===== src/rtl/dbg_cpu_ctl.sv =====
// dbg_cpu_ctl: debug run-control FSM (run/halt/single-step with watchdog) plus CPU_CTL/CPU_STAT registers
module dbg_cpu_ctl #(
  parameter int NUM_BRK = 4,
  parameter int STEP_TO = 64
) (
  input  logic               mclk,
  input  logic               por_n,
  input  logic [15:0]        dbg_din,
  input  logic               ctl_reg_wr,
  input  logic               ctl_reg_rd,
  input  logic               stat_reg_wr,
  input  logic               stat_reg_rd,
  input  logic [NUM_BRK-1:0] brk_halt,
  input  logic [NUM_BRK-1:0] brk_pnd,
  input  logic               cpu_halt_st,
  input  logic               exec_done,
  output logic               dbg_halt_cmd,
  output logic               dbg_freeze,
  output logic               dbg_cpu_reset,
  output logic [15:0]        ctl_dout
);
  localparam int CW = $clog2(STEP_TO + 1);
  typedef enum logic [1:0] {RUN, HALT, STEP} state_t;
  state_t state, state_nxt;
  logic [CW-1:0] cnt, cnt_nxt;
  logic frz_en, cpu_rst, brk_flag, done_flag, to_flag;
  logic set_brk, set_done, set_to;
  logic halt_c, run_c, step_c, brk, timeout;
  logic [15:0] ctl_img, stat_img;
  logic unused_din;
  // HALT > RUN > ISTEP when several command bits arrive in one write
  assign halt_c  = ctl_reg_wr & dbg_din[0];
  assign run_c   = ctl_reg_wr & dbg_din[1] & ~dbg_din[0];
  assign step_c  = ctl_reg_wr & dbg_din[2] & ~|dbg_din[1:0];
  assign brk     = |brk_halt;
  assign timeout = cnt == CW'(STEP_TO - 1);
  assign unused_din = ^dbg_din[15:5];
  always_comb begin
    state_nxt = state;
    cnt_nxt   = cnt;
    set_brk   = 1'b0;
    set_done  = 1'b0;
    set_to    = 1'b0;
    if (cpu_rst) state_nxt = (state == STEP) ? HALT : state;
    else case (state)
      RUN: begin
        state_nxt = (halt_c | brk) ? HALT : RUN;
        set_brk   = brk;
      end
      HALT: begin
        if (run_c) begin
          state_nxt = brk ? HALT : RUN;
          set_brk   = brk;
        end else if (step_c & cpu_halt_st) begin
          state_nxt = STEP;
          cnt_nxt   = '0;
        end
      end
      STEP: begin
        cnt_nxt   = cnt + 1'b1;
        set_brk   = brk;
        set_done  = exec_done;
        set_to    = timeout & ~exec_done;
        state_nxt = (halt_c | brk | exec_done | timeout) ? HALT : run_c ? RUN : STEP;
      end
      default: state_nxt = RUN;
    endcase
  end
  always_ff @(posedge mclk or negedge por_n) begin
    if (!por_n) begin
      state     <= RUN;
      cnt       <= '0;
      frz_en    <= 1'b0;
      cpu_rst   <= 1'b0;
      brk_flag  <= 1'b0;
      done_flag <= 1'b0;
      to_flag   <= 1'b0;
    end else begin
      state <= state_nxt;
      cnt   <= cnt_nxt;
      if (ctl_reg_wr) {cpu_rst, frz_en} <= dbg_din[4:3];
      brk_flag  <= set_brk  | (brk_flag  & ~(stat_reg_wr & dbg_din[1]));
      done_flag <= set_done | (done_flag & ~(stat_reg_wr & dbg_din[2]));
      to_flag   <= set_to   | (to_flag   & ~(stat_reg_wr & dbg_din[3]));
    end
  end
  assign dbg_halt_cmd  = state == HALT;
  assign dbg_freeze    = cpu_halt_st & frz_en;
  assign dbg_cpu_reset = cpu_rst;
  assign ctl_img  = {11'b0, cpu_rst, frz_en, 3'b0};
  assign stat_img = 16'({brk_pnd, to_flag, done_flag, brk_flag, cpu_halt_st});
  assign ctl_dout = (ctl_reg_rd ? ctl_img : 16'h0) | (stat_reg_rd ? stat_img : 16'h0);
endmodule


===== config.mk =====
export PLATFORM = sky130hd
export DESIGN_NAME = dbg_cpu_ctl
export DESIGN_NICKNAME = d
export VERILOG_FILES = /design/src/rtl/dbg_cpu_ctl.sv
export SDC_FILE = /design/constraint.sdc
export NUM_CORES = 1
export LEC_CHECK = 0
export ABC_AREA = 1
export BUFFER_PORTS_ARGS = -buffer_cell sky130_fd_sc_hd__buf_2
export CAP_MARGIN = 10
export CORE_MARGIN = 2
export CORE_UTILIZATION = 49
export CTS_BUF_LIST = sky130_fd_sc_hd__clkbuf_8
export DETAILED_ROUTE_END_ITERATION = 12
export PLACE_DENSITY_LB_ADDON = 0.08
export SYNTH_ARGS = -nofsm -noshare
export SYNTH_HDL_FRONTEND = slang
export SYNTH_SLANG_ARGS = --single-unit
export TNS_END_PERCENT = 10

===== constraint.sdc =====
create_clock -name mclk -period 3 [get_ports mclk]
set_clock_uncertainty 0.05 [all_clocks]
set_input_delay 0.15 -clock mclk [delete_from_list [all_inputs] [get_ports mclk]]
set_output_delay 0.15 -clock mclk [all_outputs]
set_load 0.01 [all_outputs]

## After elaboration in Yosys (flattened, before gate mapping)

Cells that the tools add are included.

- Register bits after elaboration: 14
- Logic and storage cells: 71
- Input port bits: 32

- Eq/ne operators: 7
- Add/sub/neg operators: 1
- Bitwise gates (word level): 27
- Muxes and demuxes: 21
- Reductions and logical operators: 8

Operators by type and width:

| cell | count |
|---|---|
| AND 1 bit | 14 |
| 2-to-1 mux 7 bit | 2 |
| one-hot mux 7 bit (2 select lines) | 1 |
| 2-to-1 mux 2 bit | 6 |
| 2-to-1 mux 1 bit | 8 |
| 2-to-1 mux 8 bit | 1 |
| bitwise OR 5 x 8 -> 8 bit | 1 |
| adder 7 x 1 -> 7 bit (second input constant) | 1 |
| == test 7 x 6 -> 1 bit (second input constant) | 1 |
| inverter 1 bit | 6 |
| bitwise OR 1 bit | 6 |
| one-hot mux 2 bit (3 select lines) | 1 |
| 2-to-1 mux 5 bit | 1 |
| inequality test 2 x 1 -> 1 bit (second input constant) | 2 |
| inequality test 4 x 1 -> 1 bit (second input constant) | 1 |
| AND reduction 4 bit | 1 |
| OR reduction 2 bit | 2 |
| OR reduction 4 bit | 1 |
| == test 2 x 1 -> 1 bit (second input constant) | 1 |
| == test 2 bit (second input constant) | 1 |
| zero test 2 bit | 1 |
| inequality test 2 bit (second input constant) | 1 |
| one-hot mux 1 bit (2 select lines) | 1 |
| AND reduction 2 bit | 1 |
| other kinds (2) | 2 |

## Depth between registers and ports, before layout

Gate-level depths: netlist (run 1).

- Word-level depth: 8
- Gate-level depth with buffers: 9

## Least setup slack after synthesis (run 1)

Ideal clock, no wire load.

- Path type: register to register
- Start point: reg cnt[0]
- End point: reg state[0]
- Cell stages (with the launch flop): 10
- Arrival time: 1127 ps
- Data required time: 2837 ps
- Period minus slack after synthesis: 1290 ps
- Setup time: 113 ps
- Setup slack: 1710 ps
- Cells stage by stage: dfrtp_1 ha_1 nand2_1 nor2_1 nand2_1 nand3_1 nand2_1 nand4_1 nand2_1 inv_1

- Longest elaborated chain between the ends: 5

RTL lines:

| item | line | source |
|---|---|---|
| from (decl) | 25 | `logic [CW-1:0] cnt, cnt_nxt;` |
| from (signal assigned) | 80 | `cnt <= cnt_nxt;` |
| == test 7 x 6 -> 1 bit | 36 | `assign timeout = cnt == CW'(STEP_TO - 1);` |
| bitwise OR 1 bit | 64 | `state_nxt = (halt_c \| brk \| exec_done \| timeout) ? HALT : run_c ? RUN : STEP;` |
| 2-to-1 mux 2 bit | 64 |  |
| one-hot mux 2 bit (3 select lines) | 45 | `else case (state)` |
| 2-to-1 mux 2 bit | 44 | `if (cpu_rst) state_nxt = (state == STEP) ? HALT : state;` |
| to (signal assigned) | 79 | `state <= state_nxt;` |
| to (decl) | 24 | `state_t state, state_nxt;` |

No other way between the ends.
A chain may end at the register's enable or synchronous reset.

## Worst setup path in the final report (run 1)

- Start point: reg cnt[0]
- End point: reg state[1]

Same word-level chain as after synthesis.

==> results.sh, run 1 <==
export IMPL_cap_violations=0
export IMPL_crit_type="flop to flop"
export IMPL_seq_power_share_pct=40.3
export IMPL_final_common_cell="nand2_1"
export IMPL_cts_sinks=14
export IMPL_clk_pin_slew_worst_paths_ns=0.06
export IMPL_crit_arrival_ns=1.53
export IMPL_dp_hpwl_mm=1.70
export IMPL_powerDensity_nw_per_um2=603
export IMPL_holdPathStages=3
export IMPL_area_delta_synth_final_pct=22.5
export IMPL_crit_fanout=4
export IMPL_vias_per_cell=4.71
export IMPL_min_from="dbg_din[4]"
export IMPL_yosys_register_bits=14
export IMPL_wl_per_cell_um=10.7
export IMPL_setup_viol=0
export IMPL_ff2ff_setup_slack_ns=1.55
export IMPL_n_antenna_cell=0
export IMPL_rr_startpoint="cnt[0]"
export IMPL_fin_crit_sh_pct=48.5
export IMPL_grt_pass1_wl_mm=3.56
export IMPL_antenna_found_initial=0
export IMPL_outcome="finished clean"
export IMPL_reg2reg_depth=8
export IMPL_core_um2=1900
export IMPL_syn_inst=137
export IMPL_drv_slew=0
export IMPL_setup_tns_ns=0
export IMPL_worstPathRequired_ns=3.08
export IMPL_dp_slack_ns=1.56
export IMPL_fin_cells=198
export IMPL_placedCellCount=193
export IMPL_hold_viol_final=0
export IMPL_worst_setup_path_start_kind="flop"
export IMPL_yosys_warnings=0
export IMPL_fill_cells=186
export IMPL_p_int_mw=0.446
export IMPL_rsz0062_at_grt="no"
export IMPL_layout_common_cells="nand2_1 (40), buf_2 (31), inv_1 (19), dfrtp_1 (14), nor2_1 (11)"
export IMPL_cts_buffers=3
export IMPL_ioPinCount=51
export IMPL_fin_nets=205
export IMPL_cp_end_kind="flop"
export IMPL_fin_util_pct=62.0
export IMPL_irDropWorstVdd_v=0.000484
export IMPL_overflow=0
export IMPL_clk_path_buf_depth=2
export IMPL_ys_seq_area_share_pct=36.4
export IMPL_gp_congestion=0.828
export IMPL_final_area_um2=1180
export IMPL_synth_area_um2=963
export IMPL_grt_pass1_vias=826
export IMPL_drt_iter0_markers=23
export IMPL_power_frac_clock_pct=25.4
export IMPL_cts_root_buf="clkbuf_8"
export IMPL_via_count=932
export IMPL_r2r_end="state[1]"
export IMPL_wl_met1_um=888
export IMPL_synth_top_area_share_pct=36.4
export IMPL_grt_max_degree=15
export IMPL_synth_area_leaders="dfrtp_1 (36%), nand2_1 (16%), inv_1 (7.4%), buf_4 (6.2%), nand3_1 (4.7%)"
export IMPL_synth_distinct_cells=25
export IMPL_die_area_um2=2340
export IMPL_cts_tree="built"
export IMPL_leakage_nw=0.687
export IMPL_avgSynthCellArea_um2=7.03
export IMPL_met2_length_mm=1.08
export IMPL_top_layer="met4"
export IMPL_antenna_left=0
export IMPL_cts_htree_levels=1
export IMPL_dpl_cell_area_um2=1110
export IMPL_drive_above_1_share_pct=28.7
export IMPL_rows=16
export IMPL_dr_wl_met3_um=130
export IMPL_combPwrFrac_pct=34.3
export IMPL_hold_end="dbg_cpu_reset"
export IMPL_switching_share_pct=37.4
export IMPL_initial_core_util_pct=50.7
export IMPL_grt_use_total_pct=18.9
export IMPL_clk_insertion_delay_late_ns=0.24
export IMPL_yosysTopAreaCell="dfrtp_1"
export IMPL_p_sw_mw=0.266
export IMPL_place_port_buffers=31
export IMPL_post_route_min_period_ns=1.45
export IMPL_fin_ws_ns=1.55
export IMPL_drt_wl_total_mm=2.11
export IMPL_die_h_um=48.3
export IMPL_dieWidth_um=48.3
export IMPL_holdCritPathClass="primary input to flop"
export IMPL_dr_pass1_iters=5
export IMPL_drc=0
export IMPL_max_freq_mhz=688
==> repair_timing <==
action                    CTS  global route
hold buffers                1             0
gates resized for setup     0             0
hold endpoints to repair   14             0
buffers inserted            0             0
==> cell type report <==
cell class,count,area (um2),area share [%]
Clock buffer,4,55.1,4.67
Timing Repair Buffer,32,165,14.0
Tap cell,27,33.8,2.86
Sequential cell,14,350,29.7
Multi-Input combinational cell,98,489,41.5
Inverter,23,86.3,7.32
==> sequential cells by signal (all words and copies together) (netlist names) <==
signal	count
cnt	7
state	2
brk_flag	1
dbg_cpu_reset	1
done_flag	1
frz_en	1
to_flag	1
==> critical path, stage by stage, from the launching register on <==
cell	delay, ns
dfrtp_1	0.41
ha_1	0.26
nand2_1	0.09
nor2_1	0.09
nand2_1	0.09
nand3_1	0.11
nor2_1	0.05
o21ai_1	0.12
nand2_1	0.06
==> metal layers <==
layer | track usage [%] | vias up
met5 | 0 | -
met4 | 4.76 | 0
met3 | 3.40 | 2
met2 | 33.8 | 24
met1 | 23.6 | 435
li1 | - | 471
==> cells by family after synthesis <==
logic type      Yosys count  share of synthesized area, %
fa+ha+maj                 1                          1.30
flops                    14                          36.4
xor+xnor                  4                          3.64
mux                       1                          1.04
buf+inv                  32                          15.6
other cells               1                         0.389
simple gates             71                          34.0
compound gates           13                          7.66
==> power groups by stage <==
| stage | Sequential, mW | Combinational [mW] | Clock (mW) |
|---|---|---|---|
| after global routing | 0.295 | 0.276 | 0.194 |
| after global placement | 0.286 | 0.236 | 0 |
| final | 0.287 | 0.244 | 0.181 |
| after CTS | 0.287 | 0.246 | 0.183 |
| after detailed placement | 0.291 | 0.245 | 0 |
| after floorplan | 0.279 | 0.183 | 0 |
==> worst max-delay path by stage <==
stage	start	to
3_3_place_gp	cnt[0]	state[0]
3_5_place_dp	cnt[0]	state[0]
5_1_grt	cnt[0]	state[1]
4_1_cts	cnt[0]	state[0]
6_report	cnt[0]	state[1]
2_1_floorplan	cnt[0]	state[0]
==> cell usage after synthesis (all sizes together) <==
| cell type | n |
|---|---|
| ha | 1 |
| clkbuf | 1 |
| nand4 | 2 |
| dfrtp | 14 |
| mux2i | 1 |
| buf | 8 |
| o211ai | 1 |
| conb | 1 |
| a21oi | 2 |
| o21ai | 9 |
| xnor2 | 1 |
| inv | 23 |
| nor2 | 15 |
| nand2 | 43 |
| o31ai | 1 |
| xor2 | 3 |
| nand3 | 11 |
==> stage by stage <==
step / hold slack, ns / power, mW
after global routing: 0.0755 / 0.765
after detailed placement: 0.0170 / 0.536
after floorplan: -0.196 / 0.462
after global placement: 0.0110 / 0.522
final: 0.0712 / 0.712
after CTS: 0.0776 / 0.717
Note: power is estimated with default switching activity, not from simulation.
==> run 2, diff against run 1 <==
--- a/config.mk
+++ b/config.mk
@@ -9,7 +9,7 @@
 export BUFFER_PORTS_ARGS = -buffer_cell sky130_fd_sc_hd__buf_2
 export CAP_MARGIN = 10
 export CORE_MARGIN = 2
-export CORE_UTILIZATION = 49
+export CORE_UTILIZATION = 41
 export CTS_BUF_LIST = sky130_fd_sc_hd__clkbuf_8
 export DETAILED_ROUTE_END_ITERATION = 12
 export PLACE_DENSITY_LB_ADDON = 0.08
==> constraint.sdc (replaced) <==
create_clock -name mclk -period 1.3 [get_ports mclk]
set_clock_uncertainty 0.05 [all_clocks]
set_input_delay 0.065 -clock mclk [delete_from_list [all_inputs] [get_ports mclk]]
set_output_delay 0.065 -clock mclk [all_outputs]
set_load 0.01 [all_outputs]
==> run 2 against run 1 <==
Net effect:
- critical path depth increased by 1
- die area increased by 18%
- core utilization decreased by 2.3 points
- clock power increased by 95%
- combinational power increased to 3.5 times the previous value
- largest power group is now combinational logic
==> results.sh, run 2 (synthesis gave the netlist of run 1 again) <==
export IMPL_outcome="finished clean"
export IMPL_dieWidth_um=52.5
export IMPL_dp_slack_ns=-0.0251
export IMPL_worst_setup_path_start_kind="flop"
export IMPL_drv_slew=0
export IMPL_final_common_cell="nand2_1"
export IMPL_fin_util_pct=59.7
export IMPL_worstPathRequired_ns=1.39
export IMPL_drc=0
export IMPL_gp_congestion=0.808
export IMPL_fin_crit_sh_pct=98.4
export IMPL_grt_max_degree=15
export IMPL_cts_sinks=14
export IMPL_crit_type="flop to flop"
export IMPL_via_count=960
export IMPL_core_um2=2210
export IMPL_die_area_um2=2750
export IMPL_largest_register="cnt"
export IMPL_setup_viol=0
export IMPL_clk_path_buf_depth=2
export IMPL_drt_wl_total_mm=2.12
export IMPL_antenna_found_initial=0
export IMPL_initial_core_util_pct=43.6
export IMPL_drive_above_1_share_pct=36.4
export IMPL_clk_insertion_delay_late_ns=0.25
export IMPL_cts_root_buf="clkbuf_8"
export IMPL_cts_htree_levels=1
export IMPL_wl_per_cell_um=9.86
export IMPL_crit_arrival_ns=1.37
export IMPL_fin_nets=222
export IMPL_dp_hpwl_mm=1.64
export IMPL_powerDensity_nw_per_um2=1380
export IMPL_largest_reg_flops=7
export IMPL_die_h_um=52.5
export IMPL_crit_fanout=2
export IMPL_ioPinCount=51
export IMPL_grt_use_total_pct=18.3
export IMPL_cts_tree="built"
export IMPL_n_antenna_cell=0
export IMPL_layout_common_cells="nand2_1 (39), buf_2 (31), inv_1 (18), buf_4 (14), dfrtp_1 (13)"
export IMPL_place_port_buffers=31
export IMPL_overflow=0
export IMPL_vias_per_cell=4.47
export IMPL_antenna_left=0
export IMPL_irDropWorstVdd_v=0.000976
export IMPL_cap_violations=0
export IMPL_area_delta_synth_final_pct=37.1
export IMPL_post_route_min_period_ns=1.28
export IMPL_fill_cells=225
export IMPL_fin_ws_ns=0.0202
export IMPL_cp_end_kind="flop"
export IMPL_grt_pass1_vias=908
export IMPL_hold_viol_final=0
export IMPL_rsz0062_at_grt="yes"
export IMPL_rows=17
export IMPL_reg_top3="cnt (7), state (2)"
export IMPL_clk_pin_slew_worst_paths_ns=0.06
export IMPL_drt_iter0_markers=10
export IMPL_holdCritPathClass="primary input to flop"
export IMPL_dr_pass1_iters=4
export IMPL_max_freq_mhz=781
export IMPL_grt_pass1_wl_mm=3.69
export IMPL_leakage_nw=0.760
export IMPL_cts_buffers=3
-- run 2: changes by cell type in the layout (fill, tap and decap cells not counted), sizes merged --
cell and change:
dlygate4sd3 +3, buf +14, clkbuf -1
-- run 2: final cells by class --
type | count | area, um2 | area share, %
clock buffers | 3 | 41.3 | 3.12
inverters | 23 | 88.8 | 6.72
multi-input cells | 98 | 504 | 38.2
flip-flops and latches | 14 | 352 | 26.6
well taps | 28 | 35.0 | 2.65
repair buffers | 49 | 300 | 22.7
-- run 2: worst max-delay path, stage by stage, from the launching register on --
cell,delay (ns)
dfrtp_1,0.38
ha_2,0.20
nand2_2,0.07
nor2_1,0.04
nand2_1,0.11
nand3_2,0.10
nand2_1,0.07
nand4_1,0.07
nand2_1,0.07
inv_1,0.03
-- run 2: metrics by stage --
| step | power [mW] | instance area, um2 | TNS (ns) | instances | hold slack [ns] |
|---|---|---|---|---|---|
| final | 1.82 | 1320 | 0 | 215 | 0.0367 |
| after global routing | 1.98 | 1320 | -0.145 | 215 | 0.0653 |
| after CTS | 1.82 | 1300 | 0 | 214 | 0.0313 |
| after detailed placement | 1.40 | 1210 | -0.0251 | 206 | -0.0625 |
| after global placement | 1.38 | 1210 | -0.0115 | 206 | -0.0672 |
| after floorplan | 1.07 | 990 | 0 | 144 | -0.281 |
-- run 2: metal layers --
metal | share of wire, % | vias up | GRT usage (%) | routed length [um]
li1 | - | 506 | - | -
met1 | 47 | 429 | 22.5 | 995
met2 | 48 | 23 | 29.6 | 1010
met3 | 4.9 | 2 | 6.29 | 104
met4 | 0.42 | 0 | 6.41 | 9
met5 | 0 | - | 0 | 0
-- run 2: path summary, 6_finish.rpt --
check,startpoint,to,slack (ns),depth (start not counted)
hold / removal,dbg_din[1],brk_flag,0.04,4
max in group asynchronous,por_n,state[0],0.74,2
hold reg to reg,to_flag,to_flag,0.44,2
setup reg to reg,cnt[0],state[0],0.02,9
min in group asynchronous,por_n,cnt[4],0.20,2
setup / recovery,cnt[0],state[0],0.02,9
-- run 2: power by group --
group / total [mW] / internal, mW / leakage (nW) / switching, mW
Combinational: 0.848 / 0.411 / 0.560 / 0.437
Sequential: 0.620 / 0.544 / 0.179 / 0.0758
Clock: 0.353 / 0.205 / 0.0216 / 0.149
Total: 1.82 / 1.16 / 0.760 / 0.661
-- run 2: repair_timing --
item	4_1_cts	5_1_grt
endpoints found under the setup margin	2	8
gates resized for setup	2	5
hold buffers	4	0
pin swaps	0	3
setup buffers	1	1
endpoints found under the hold margin	17	0
==> run 3, diff against run 2 <==
--- a/config.mk
+++ b/config.mk
@@ -13,6 +13,7 @@
 export CTS_BUF_LIST = sky130_fd_sc_hd__clkbuf_8
 export DETAILED_ROUTE_END_ITERATION = 12
 export PLACE_DENSITY_LB_ADDON = 0.08
+export SETUP_SLACK_MARGIN = 0.3
 export SYNTH_ARGS = -nofsm -noshare
 export SYNTH_HDL_FRONTEND = slang
 export SYNTH_SLANG_ARGS = --single-unit
==> run 3 against run 2 <==
Net effect:
- the run now ends with negative hold slack left
- count of clock-buffer cells in the layout unchanged
- first-iteration DRC count increased by 30%
- critical path depth down 2
- cell area fell by 2.0%
- wire length is 2.4% lower
- die area is the same
- fmax rose by 1.0%
- core utilization shrank 1.2 points
- hold slack got worse by 0.038 ns
- non-clock buffer count shrank 2
- combinational power is 4.1% lower
- largest power group unchanged
- highest routed layer unchanged
==> results.sh, run 3 (synthesis gave the netlist of run 1 again) <==
export IMPL_outcome="complete, but fails checks"
export IMPL_violations="negative hold slack"
export IMPL_grt_use_total_pct=16.8
export IMPL_crit_arrival_ns=1.35
export IMPL_holdCritPathClass="primary input to flop"
export IMPL_placedCellCount=205
export IMPL_slowest_stage="dfrtp_1"
export IMPL_powerDensity_nw_per_um2=1380
export IMPL_cap_violations=0
export IMPL_vias_per_cell=4.44
export IMPL_dr_pass1_iters=4
export IMPL_p_int_mw=1.14
export IMPL_cts_buffers=3
export IMPL_drv_slew=0
export IMPL_cts_root_buf="clkbuf_8"
export IMPL_max_freq_mhz=790
export IMPL_slowest_delay_ns=0.38
export IMPL_cts_sinks=14
export IMPL_die_h_um=52.5
export IMPL_hold_ws_ns=-0.00101
export IMPL_grt_max_degree=15
export IMPL_fill_cells=218
export IMPL_hold_viol_final=1
export IMPL_antenna_left=0
export IMPL_clk_insertion_delay_late_ns=0.24
export IMPL_leakage_nw=0.749
export IMPL_grt_pass1_wl_mm=3.37
export IMPL_die_area_um2=2750
export IMPL_post_route_min_period_ns=1.27
export IMPL_irDropWorstVdd_v=0.000905
export IMPL_antenna_found_initial=0
export IMPL_ff2ff_setup_slack_ns=0.03
export IMPL_fin_ws_ns=0.0334
export IMPL_layout_common_cells="nand2_1 (39), buf_2 (31), inv_1 (17), dfrtp_1 (14), buf_4 (13)"
export IMPL_via_count=945
export IMPL_drt_iter0_markers=13
export IMPL_cp_end_kind="flop"
export IMPL_reg_top3="cnt (7), state (2)"
export IMPL_crit_path_frequent_cell="nand2_1"
export IMPL_worst_setup_path_start_kind="flop"
export IMPL_switching_share_pct=36.2
export IMPL_seq_power_share_pct=34.6
export IMPL_largest_reg_flops=7
export IMPL_rows=17
export IMPL_crit_fanout=3
export IMPL_drc=0
export IMPL_drt_wl_total_mm=2.07
export IMPL_dp_hpwl_mm=1.65
export IMPL_p_sw_mw=0.645
export IMPL_fin_crit_sh_pct=97.4
export IMPL_wl_per_cell_um=9.72
export IMPL_n_antenna_cell=0
export IMPL_final_common_cell="nand2_1"
export IMPL_ioPinCount=51
export IMPL_area_delta_synth_final_pct=34.4
export IMPL_crit_chain="ha_2 > buf_4 > nand3_1 > xor2_1 > nor2_1 > nand2_1 > nand2_1"
export IMPL_core_um2=2210
export IMPL_fin_nets=220
export IMPL_gp_congestion=0.840
export IMPL_fin_util_pct=58.5
export IMPL_clk_pin_slew_worst_paths_ns=0.06
export IMPL_cts_htree_levels=1
export IMPL_fin_cells=213
export IMPL_worstPathRequired_ns=1.38
export IMPL_power_frac_clock_pct=19.7
export IMPL_place_port_buffers=31
export IMPL_rsz0062_at_grt="yes"
export IMPL_cts_tree="built"
export IMPL_crit_type="flop to flop"
export IMPL_drive_above_1_share_pct=35.7
export IMPL_initial_core_util_pct=43.6
export IMPL_largest_register="cnt"
export IMPL_dp_slack_ns=0.00472
export IMPL_overflow=0
export IMPL_combPwrFrac_pct=45.6
export IMPL_clk_path_buf_depth=2
export IMPL_dieWidth_um=52.5
export IMPL_setup_viol=0
export IMPL_grt_pass1_vias=853
-- run 3: cell types whose count changed in the layout (fill, tap and decap cells not counted), sizes merged --
cell	delta
dlygate4sd3	-1
buf	-1
-- run 3: power by group through the flow --
stage | Sequential, mW | Combinational, mW | Clock [mW]
3_5_place_dp | 0.620 | 0.762 | 0
6_report | 0.617 | 0.813 | 0.351
5_1_grt | 0.629 | 0.913 | 0.373
2_1_floorplan | 0.645 | 0.426 | 0
3_3_place_gp | 0.615 | 0.750 | 0
4_1_cts | 0.615 | 0.819 | 0.363
-- run 3: worst paths after layout --
check	start	end	cells past startpoint
worst min-delay path	dbg_din[3]	frz_en	3
worst max register to register	cnt[1]	cnt[4]	7
worst max-delay path	cnt[1]	cnt[4]	7
max in group asynchronous	por_n	cnt[4]	2
min in group asynchronous	por_n	state[0]	2
worst min register to register	done_flag	done_flag	2
-- run 3: timing repair --
action / 4_1_cts / 5_1_grt
buffers inserted: 2 / 0
hold endpoints to repair: 16 / 0
endpoints found under the setup margin: 15 / 18
resized for setup: 2 / 4
hold buffers: 3 / 0
pin swaps: 4 / 5
-- run 3: layout make-up --
cell class / instances / area [um2] / area share (%)
repair buffers: 47 / 283 / 21.8
clock buffers: 3 / 41.3 / 3.19
inverters: 23 / 86.3 / 6.67
well taps: 28 / 35.0 / 2.71
multi-input cells: 98 / 499 / 38.6
flip-flops and latches: 14 / 350 / 27.1
-- run 3: routing by layer --
| metal | part of all wire [%] | global-route usage [%] |
|---|---|---|
| met5 | 0 | 0 |
| met4 | 1.6 | 7.69 |
| met3 | 5.5 | 2.86 |
| met2 | 45 | 29.0 |
| met1 | 48 | 20.3 |
-- run 3: per-stage QoR --
| stage | power (mW) | hold WS (ns) | instance area, um2 | TNS, ns |
|---|---|---|---|---|
| after CTS | 1.80 | 0.000798 | 1290 | 0 |
| final | 1.78 | -0.00101 | 1290 | 0 |
| after global placement | 1.36 | -0.0654 | 1200 | 0 |
| after detailed placement | 1.38 | -0.0628 | 1200 | 0 |
| after floorplan | 1.07 | -0.281 | 992 | 0 |
| after global routing | 1.92 | 0.0171 | 1290 | -0.250 |
-- run 3: critical path, delay by kind of cell (launching register included) --
family	cells	cell delay, ns
simple gates	4	0.24
flops	1	0.38
xor+xnor	1	0.14
fa+ha+maj	1	0.20
buf+inv	1	0.14
